`src/rtl/mem_access_ctrl.sv`:
```
// Memory-stage load/store controller: request/grant/rvalid data-memory port.
// Optional MISALIGN_TRAP_EN: misaligned accesses are trapped instead of issued.
module mem_access_ctrl #(
    parameter int ADDR_W = 32
) (
    input  logic              clk,
    input  logic              rst,
    input  logic              req_valid,
    output logic              req_ready,
    input  logic [2:0]        req_load_type,
    input  logic [1:0]        req_store_type,
    input  logic [ADDR_W-1:0] req_addr,
    input  logic [31:0]       req_wdata,
    output logic              mem_req,
    output logic [ADDR_W-3:0] mem_addr,
    output logic [3:0]        mem_we,
    output logic [31:0]       mem_wdata,
    input  logic              mem_gnt,
    input  logic              mem_rvalid,
    input  logic [31:0]       mem_rdata,
    output logic              rsp_valid,
    output logic [31:0]       rsp_rdata,
    output logic [1:0]        rsp_byte_sel,
    output logic [2:0]        rsp_load_type,
    output logic              store_done
`ifdef MISALIGN_TRAP_EN
    ,
    output logic              misalign_err
`endif
);

    typedef enum logic [1:0] {IDLE, ISSUE, WAIT_RD} state_e;

    state_e              state_q, state_d;
    logic                is_store_q, is_store_d;
    logic [2:0]          ld_type_q, ld_type_d;
    logic [1:0]          byte_sel_q, byte_sel_d;
    logic                mem_req_q, mem_req_d;
    logic [ADDR_W-3:0]   mem_addr_q, mem_addr_d;
    logic [3:0]          mem_we_q, mem_we_d;
    logic [31:0]         mem_wdata_q, mem_wdata_d;
    logic                rsp_valid_q, rsp_valid_d;
    logic [31:0]         rsp_rdata_q, rsp_rdata_d;
    logic [1:0]          rsp_byte_sel_q, rsp_byte_sel_d;
    logic [2:0]          rsp_load_type_q, rsp_load_type_d;
    logic                store_done_q, store_done_d;

    logic                acc_store, acc_load, misaligned, accept;
    logic [3:0]          st_we;
    logic [31:0]         st_wdata;

    assign req_ready = (state_q == IDLE) && !rst;
    assign accept    = req_valid && (state_q == IDLE);
    assign acc_store = (req_store_type != 2'd0);
    assign acc_load  = !acc_store && (req_load_type inside {[3'd1:3'd5]});

    always_comb begin
        st_we    = 4'b0000;
        st_wdata = req_wdata;
        case (req_store_type)
            2'd1: begin
                st_we    = 4'b0001 << req_addr[1:0];
                st_wdata = {4{req_wdata[7:0]}};
            end
            2'd2: begin
                st_we    = 4'b0011 << req_addr[1:0];
                st_wdata = {2{req_wdata[15:0]}};
            end
            2'd3: begin
                st_we    = 4'b1111;
                st_wdata = req_wdata;
            end
            default: ;
        endcase
    end

`ifdef MISALIGN_TRAP_EN
    logic misalign_err_q, misalign_err_d;

    always_comb begin
        misaligned = 1'b0;
        if (acc_store) begin
            misaligned = ((req_store_type == 2'd2) && req_addr[0]) ||
                         ((req_store_type == 2'd3) && (req_addr[1:0] != 2'd0));
        end else if (acc_load) begin
            misaligned = (((req_load_type == 3'd2) || (req_load_type == 3'd5)) && req_addr[0]) ||
                         ((req_load_type == 3'd3) && (req_addr[1:0] != 2'd0));
        end
    end

    assign misalign_err_d = accept && (acc_store || acc_load) && misaligned;
    assign misalign_err   = misalign_err_q;
`else
    assign misaligned = 1'b0;
`endif

    always_comb begin
        state_d         = state_q;
        is_store_d      = is_store_q;
        ld_type_d       = ld_type_q;
        byte_sel_d      = byte_sel_q;
        mem_req_d       = mem_req_q;
        mem_addr_d      = mem_addr_q;
        mem_we_d        = mem_we_q;
        mem_wdata_d     = mem_wdata_q;
        rsp_valid_d     = 1'b0;
        rsp_rdata_d     = rsp_rdata_q;
        rsp_byte_sel_d  = rsp_byte_sel_q;
        rsp_load_type_d = rsp_load_type_q;
        store_done_d    = 1'b0;

        case (state_q)
            IDLE: begin
                if (accept && (acc_store || acc_load) && !misaligned) begin
                    state_d    = ISSUE;
                    mem_req_d  = 1'b1;
                    mem_addr_d = req_addr[ADDR_W-1:2];
                    is_store_d = acc_store;
                    if (acc_store) begin
                        mem_we_d    = st_we;
                        mem_wdata_d = st_wdata;
                    end else begin
                        mem_we_d   = 4'b0000;
                        ld_type_d  = req_load_type;
                        byte_sel_d = req_addr[1:0];
                    end
                end
            end
            ISSUE: begin
                if (mem_gnt) begin
                    mem_req_d = 1'b0;
                    if (is_store_q) begin
                        store_done_d = 1'b1;
                        state_d      = IDLE;
                    end else begin
                        state_d = WAIT_RD;
                    end
                end
            end
            WAIT_RD: begin
                if (mem_rvalid) begin
                    rsp_valid_d     = 1'b1;
                    rsp_rdata_d     = mem_rdata;
                    rsp_byte_sel_d  = byte_sel_q;
                    rsp_load_type_d = ld_type_q;
                    state_d         = IDLE;
                end
            end
            default: state_d = IDLE;
        endcase
    end

    always_ff @(posedge clk) begin
        if (rst) begin
            state_q         <= IDLE;
            is_store_q      <= 1'b0;
            ld_type_q       <= '0;
            byte_sel_q      <= '0;
            mem_req_q       <= 1'b0;
            mem_addr_q      <= '0;
            mem_we_q        <= '0;
            mem_wdata_q     <= '0;
            rsp_valid_q     <= 1'b0;
            rsp_rdata_q     <= '0;
            rsp_byte_sel_q  <= '0;
            rsp_load_type_q <= '0;
            store_done_q    <= 1'b0;
`ifdef MISALIGN_TRAP_EN
            misalign_err_q  <= 1'b0;
`endif
        end else begin
            state_q         <= state_d;
            is_store_q      <= is_store_d;
            ld_type_q       <= ld_type_d;
            byte_sel_q      <= byte_sel_d;
            mem_req_q       <= mem_req_d;
            mem_addr_q      <= mem_addr_d;
            mem_we_q        <= mem_we_d;
            mem_wdata_q     <= mem_wdata_d;
            rsp_valid_q     <= rsp_valid_d;
            rsp_rdata_q     <= rsp_rdata_d;
            rsp_byte_sel_q  <= rsp_byte_sel_d;
            rsp_load_type_q <= rsp_load_type_d;
            store_done_q    <= store_done_d;
`ifdef MISALIGN_TRAP_EN
            misalign_err_q  <= misalign_err_d;
`endif
        end
    end

    assign mem_req       = mem_req_q;
    assign mem_addr      = mem_addr_q;
    assign mem_we        = mem_we_q;
    assign mem_wdata     = mem_wdata_q;
    assign rsp_valid     = rsp_valid_q;
    assign rsp_rdata     = rsp_rdata_q;
    assign rsp_byte_sel  = rsp_byte_sel_q;
    assign rsp_load_type = rsp_load_type_q;
    assign store_done    = store_done_q;

endmodule

```
`config.mk`:
```
export PLATFORM = sky130hd
export DESIGN_NAME = mem_access_ctrl
export DESIGN_NICKNAME = d
export VERILOG_FILES = /design/src/rtl/mem_access_ctrl.sv
export SDC_FILE = /design/constraint.sdc
export NUM_CORES = 1
export LEC_CHECK = 0
export ABC_AREA = 1
export BUFFER_PORTS_ARGS = -buffer_cell sky130_fd_sc_hd__buf_2
export CAP_MARGIN = 20
export CORE_MARGIN = 3
export CORE_UTILIZATION = 43
export DETAILED_ROUTE_END_ITERATION = 10
export PLACE_DENSITY = 0.73
export SETUP_SLACK_MARGIN = 0.02
export SLEW_MARGIN = 40
export SYNTH_ARGS = -nofsm -noshare
export SYNTH_HDL_FRONTEND = slang
export SYNTH_SLANG_ARGS = --single-unit
```
`constraint.sdc`:
```
create_clock -name clk -period 1.4 [get_ports clk]
set_input_delay 0.21 -clock clk [delete_from_list [all_inputs] [get_ports clk]]
set_output_delay 0.21 -clock clk [all_outputs]
set_load 0.1 [all_outputs]
```
Word-level counts from Yosys, hierarchy flattened
Index checks and enable logic that the tools add are counted.
{"block": "word_totals", "register_bits": 114, "input_bits": 106, "wordCells": 61}
{"block": "op_classes", "n_lt_le_gt_ge": 2, "n_eq_ne": 8, "shifts": 2, "n_mux": 13, "bitwise_logic": 4, "reduce_logical": 19}
{"operator": "one-hot mux 32 bit (2 select lines)", "n": 1}
{"operator": "one-hot mux 4 bit (3 select lines)", "n": 1}
{"operator": "AND reduction 3 bit", "n": 4}
{"operator": "2-to-1 mux 2 bit", "n": 4}
{"operator": "equality test 2 bit, second input constant", "n": 3}
{"operator": "one-hot mux 2 bit (3 select lines)", "n": 1}
{"operator": "logical AND 1 bit", "n": 5}
{"operator": "equality test 2 x 1 -> 1 bit, second input constant", "n": 2}
{"operator": "2-to-1 mux 1 bit", "n": 4}
{"operator": "2-to-1 mux 4 bit", "n": 1}
{"operator": "!= test 2 bit, second input constant", "n": 2}
{"operator": "inverter 1 bit", "n": 4}
{"operator": "AND reduction 2 bit", "n": 2}
{"operator": "nonzero test 2 bit", "n": 2}
{"operator": "<< shifter 1 x 2 -> 4 bit, first input constant", "n": 1}
{"operator": "<< shifter 2 x 2 -> 4 bit, first input constant", "n": 1}
{"operator": "greater-or-equal comparator 3 x 1 -> 1 bit, second input constant", "n": 1}
{"operator": "less-or-equal comparator 3 bit, second input constant", "n": 1}
{"operator": "OR reduction 3 bit", "n": 1}
{"operator": "zero test 1 bit", "n": 2}
{"operator": "zero test 2 bit", "n": 1}
{"operator": "!= test 2 x 1 -> 1 bit, second input constant", "n": 1}
{"operator": "one-hot mux 1 bit (2 select lines)", "n": 1}
{"operator": "OR reduction 2 bit", "n": 1}
{"operator": "logical OR 1 bit", "n": 1}

Longest topological paths before layout
{"block": "logic_depth", "word_depth": 7, "mapped_depth": 10}

Worst setup path before layout
Ideal clock, no wire load.
{"block": "synth_timing", "path_type": "input port to output port", "start": "input port rst", "end": "output port req_ready", "arrival_ns": 1.836, "slack_ns": -0.646, "cell_stages": 3, "cell_sequence": "buf_2 > buf_1 > nor2_1"}
{"block": "synth_between", "elab_chain_len": 2}
{"item": "start: declaration", "line": "7", "source": "input logic rst,"}
{"item": "zero test 1 bit", "line": "52", "source": "assign req_ready = (state_q == IDLE) && !rst;"}
{"item": "logical AND 1 bit", "line": "52"}
{"item": "end: declaration", "line": "9", "source": "output logic req_ready,"}
No other way between the ends.

Worst setup path after layout
{"block": "layout_timing", "start": "register state_q[0]", "end": "output port req_ready"}
{"block": "layout_between", "elab_chain_len": 2}
{"item": "start: declaration", "line": "34", "source": "state_e state_q, state_d;"}
{"item": "start signal: assignment", "line": "172", "source": "state_q <= state_d;"}
{"item": "zero test 2 bit", "line": "52"}
{"item": "logical AND 1 bit", "line": "52"}
No other way between the ends.

==> impl_metrics.json <==
{
  "powerDensity_nw_per_um2": 1540,
  "grt_overflow_total": 0,
  "hold_end": "state_q[0]",
  "start_util_pct": 44.8,
  "fin_cells": 1044,
  "critPathArrivalTime_ps": 1200,
  "reg2reg_depth": 9,
  "crit_slowest_cell": "dfxtp_2",
  "grt_pass1_vias": 4786,
  "portBuffers": 212,
  "syn_to_final_growth_pct": 44.9,
  "fin_worst_skew_ps": 8.47,
  "min_period_ps": 1410,
  "vias": 4942,
  "core_region_area_sq_um": 11100,
  "cts_tree": "built",
  "timing.rr.start": "state_q[0]",
  "ys_ff_latch": 114,
  "min_from": "rst",
  "io_pins": 213,
  "drive_above_1_share_pct": 35.8,
  "drtIter0Drc": 314,
  "drt-total-wl_um": 13600,
  "grt_pass1_wl_um": 22400,
  "yosysWarnings": 0,
  "die_h_um": 113,
  "syn_nets": 779,
  "setup_violations": 1,
  "synth-async-reset-ratio_pct": 0,
  "switching_share_pct": 33.9,
  "pwr-share-clk_pct": 41.2,
  "final_common_cell": "nand2_1",
  "cts_root_buf": "clkbuf_16",
  "clockBufferDepth": 2,
  "regToRegEndpoint": "mem_we[3]",
  "ir_drop_mv": 0.862,
  "syn_inst": 669,
  "power_switching_mw": 3.75,
  "grt_start_max_net_pins": 79,
  "reg2reg_slack_ps": 110,
  "cap_violations": 0,
  "intPower_mw": 7.31,
  "diodes": 0,
  "synthFlopType": "dfxtp_1",
  "synth_edf_count": 0,
  "dp_hpwl_um": 9450,
  "p_comb_share_pct": 26.2,
  "crit_path_end_kind": "output pin",
  "die-area_sq_um": 12900,
  "fin_ws_ps": -9.09,
  "antenna_found_initial": 0,
  "drv_slew": 0,
  "cp_max_fo": 3,
  "std_cell_rows": 38,
  "worstHoldPathType": "in -> reg",
  "wl_per_cell_um": 13.1,
  "die_w_um": 113,
  "drc": 0,
  "outcome": "complete, but fails checks",
  "criticalPathCategory": "reg -> out",
  "slowest_delay_ps": 320,
  "cts.sinks": 114,
  "fin_crit_sh_pct": 101,
  "synth.distinct_cells": 30,
  "start_kind": "flip-flop",
  "clk_pin_slew_worst_paths_ps": 50,
  "via_per_inst": 4.73,
  "drt_pass1_iterations": 4,
  "cts_buffers": 17,
  "gp_congestion": 0.842,
  "dp_cells": 1010,
  "avgSynthCellArea_sq_um": 7.42,
  "fill_cells": 1040,
  "cts.htree.levels": 4,
  "seqPwrFrac_pct": 32.5,
  "rsz0062_at_grt": "yes",
  "netlist_area_sq_um": 4970,
  "nets": 1002,
  "relSlewSlack_pct": 67.4,
  "tightest_slew_ps": 493,
  "finalHoldViolCount": 0,
  "critPathRequiredTime_ps": 1190,
  "fin_hold_ws_ps": 82.6,
  "violations": "setup timing",
  "final_cell_mix": "120 x nand2_1, 112 x dfxtp_1, 110 x buf_2",
  "cts_hold_buf": 0,
  "clk-insertion-delay-late_ps": 410,
  "fmax_mhz": 710,
  "hold_depth": 2,
  "leakage_nw": 3.47,
  "ant_nets": 0,
  "synth-seq-area-share_pct": 45.9,
  "path_cells": "inv_2, nand2_4, nor2_4, buf_12",
  "grt_use_total_pct": 21.3
}
-- cell families (layout without fill, tap and decap cells) --
logic type / count (synthesis) / count (layout) / share of synthesized area [%]
AOI/OAI and AO/OA: 141 / 141 / 14.5
DFF: 114 / 114 / 45.9
adders and majority gates: 4 / 4 / 1.01
and+or+nand+nor: 288 / 288 / 27.3
buffers and inverters: 122 / 357 / 11.3
-- power groups by stage --
stage | clock network [mW] | logic (mW) | registers [mW]
after global placement | 0 | 2.77 | 3.64
after detailed placement | 0 | 2.78 | 3.64
after global routing | 4.74 | 3.07 | 3.62
final | 4.56 | 2.90 | 3.59
after CTS | 4.62 | 2.88 | 3.59
after floorplan | 0 | 0.762 | 5.08
-- what timing repair did --
action,CTS,global route
buffers inserted,0,3
endpoints found under the setup margin,76,28
gates resized for setup,76,32
pin swaps,0,3
-- Yosys cell counts (3+ instances only) --
| master | count | area (sq um) |
|---|---|---|
| a21oi_1 | 53 | 265 |
| inv_1 | 75 | 282 |
| nand4_1 | 6 | 37.5 |
| o21ai_0 | 84 | 420 |
| nand2_1 | 120 | 450 |
| clkbuf_1 | 14 | 52.6 |
| ha_1 | 4 | 50.1 |
| buf_6 | 3 | 33.8 |
| nor2_1 | 93 | 349 |
| inv_2 | 6 | 22.5 |
| nor2_2 | 28 | 175 |
| nand3_1 | 3 | 15.0 |
| dfxtp_1 | 114 | 2280 |
| buf_12 | 3 | 60.1 |
| nand3b_1 | 30 | 225 |
| buf_2 | 17 | 85.1 |
-- final cells by class --
type | count | area, sq um | area share, %
clock buffers | 22 | 474 | 6.59
well taps | 140 | 175 | 2.43
clock inverters | 9 | 154 | 2.14
inverters | 83 | 317 | 4.40
repair buffers | 243 | 1640 | 22.7
multi-input cells | 433 | 2150 | 29.9
flip-flops and latches | 114 | 2280 | 31.8
-- stage by stage --
stage	area, sq um	power [mW]	TNS (ps)	utilization, %	setup slack [ps]
after floorplan	4970	5.84	0	-	60.6
after global placement	6270	6.41	-1680	56.6	-51.0
after detailed placement	6270	6.42	-2770	56.6	-99.7
after CTS	7090	11.1	-29.9	64.0	-29.9
after global routing	7200	11.4	-58.2	65.0	-54.4
final	7200	11.1	-9.09	65.0	-9.09
-- how the worst max path moves through the flow --
stage                      startpoint       endpoint  slack, ps
finish                     state_q[0]      req_ready         -9
floorplan           req_store_type[0]   mem_addr[10]         60
detailed placement  req_store_type[0]  mem_wdata[14]       -100
global placement    req_store_type[0]  mem_wdata[14]        -50
global route               state_q[0]      req_ready        -50
CTS                        state_q[1]      req_ready        -30
-- sequential cells by signal, summed over array words and instances, names as in the netlist --
signal         flops
rsp_byte_sel       2
mem_req            1
rsp_load_type      3
ld_type_q          3
rsp_rdata         32
mem_we             4
mem_addr          30
rsp_valid          1
state_q            2
store_done         1
is_store_q         1
mem_wdata         32
byte_sel_q         2
-- layer usage --
| layer | wire (um) | vias to the layer above | part of all wire, % | GRT usage, % |
|---|---|---|---|---|
| met5 | 0 | - | 0 | 0 |
| met4 | 352 | 0 | 2.6 | 9.29 |
| met3 | 1180 | 32 | 8.7 | 6.84 |
| met2 | 6460 | 184 | 47 | 35.2 |
| met1 | 5640 | 2172 | 41 | 25.3 |
| li1 | - | 2554 | - | - |
-- critical path: cells and delay by family (launching register included) --
| kind | cells | cell delay [ps] |
|---|---|---|
| flip-flops | 1 | 320 |
| AND/OR/NAND/NOR | 2 | 220 |
| buffers and inverters | 2 | 250 |
Note: power is estimated with default switching activity, not from simulation.
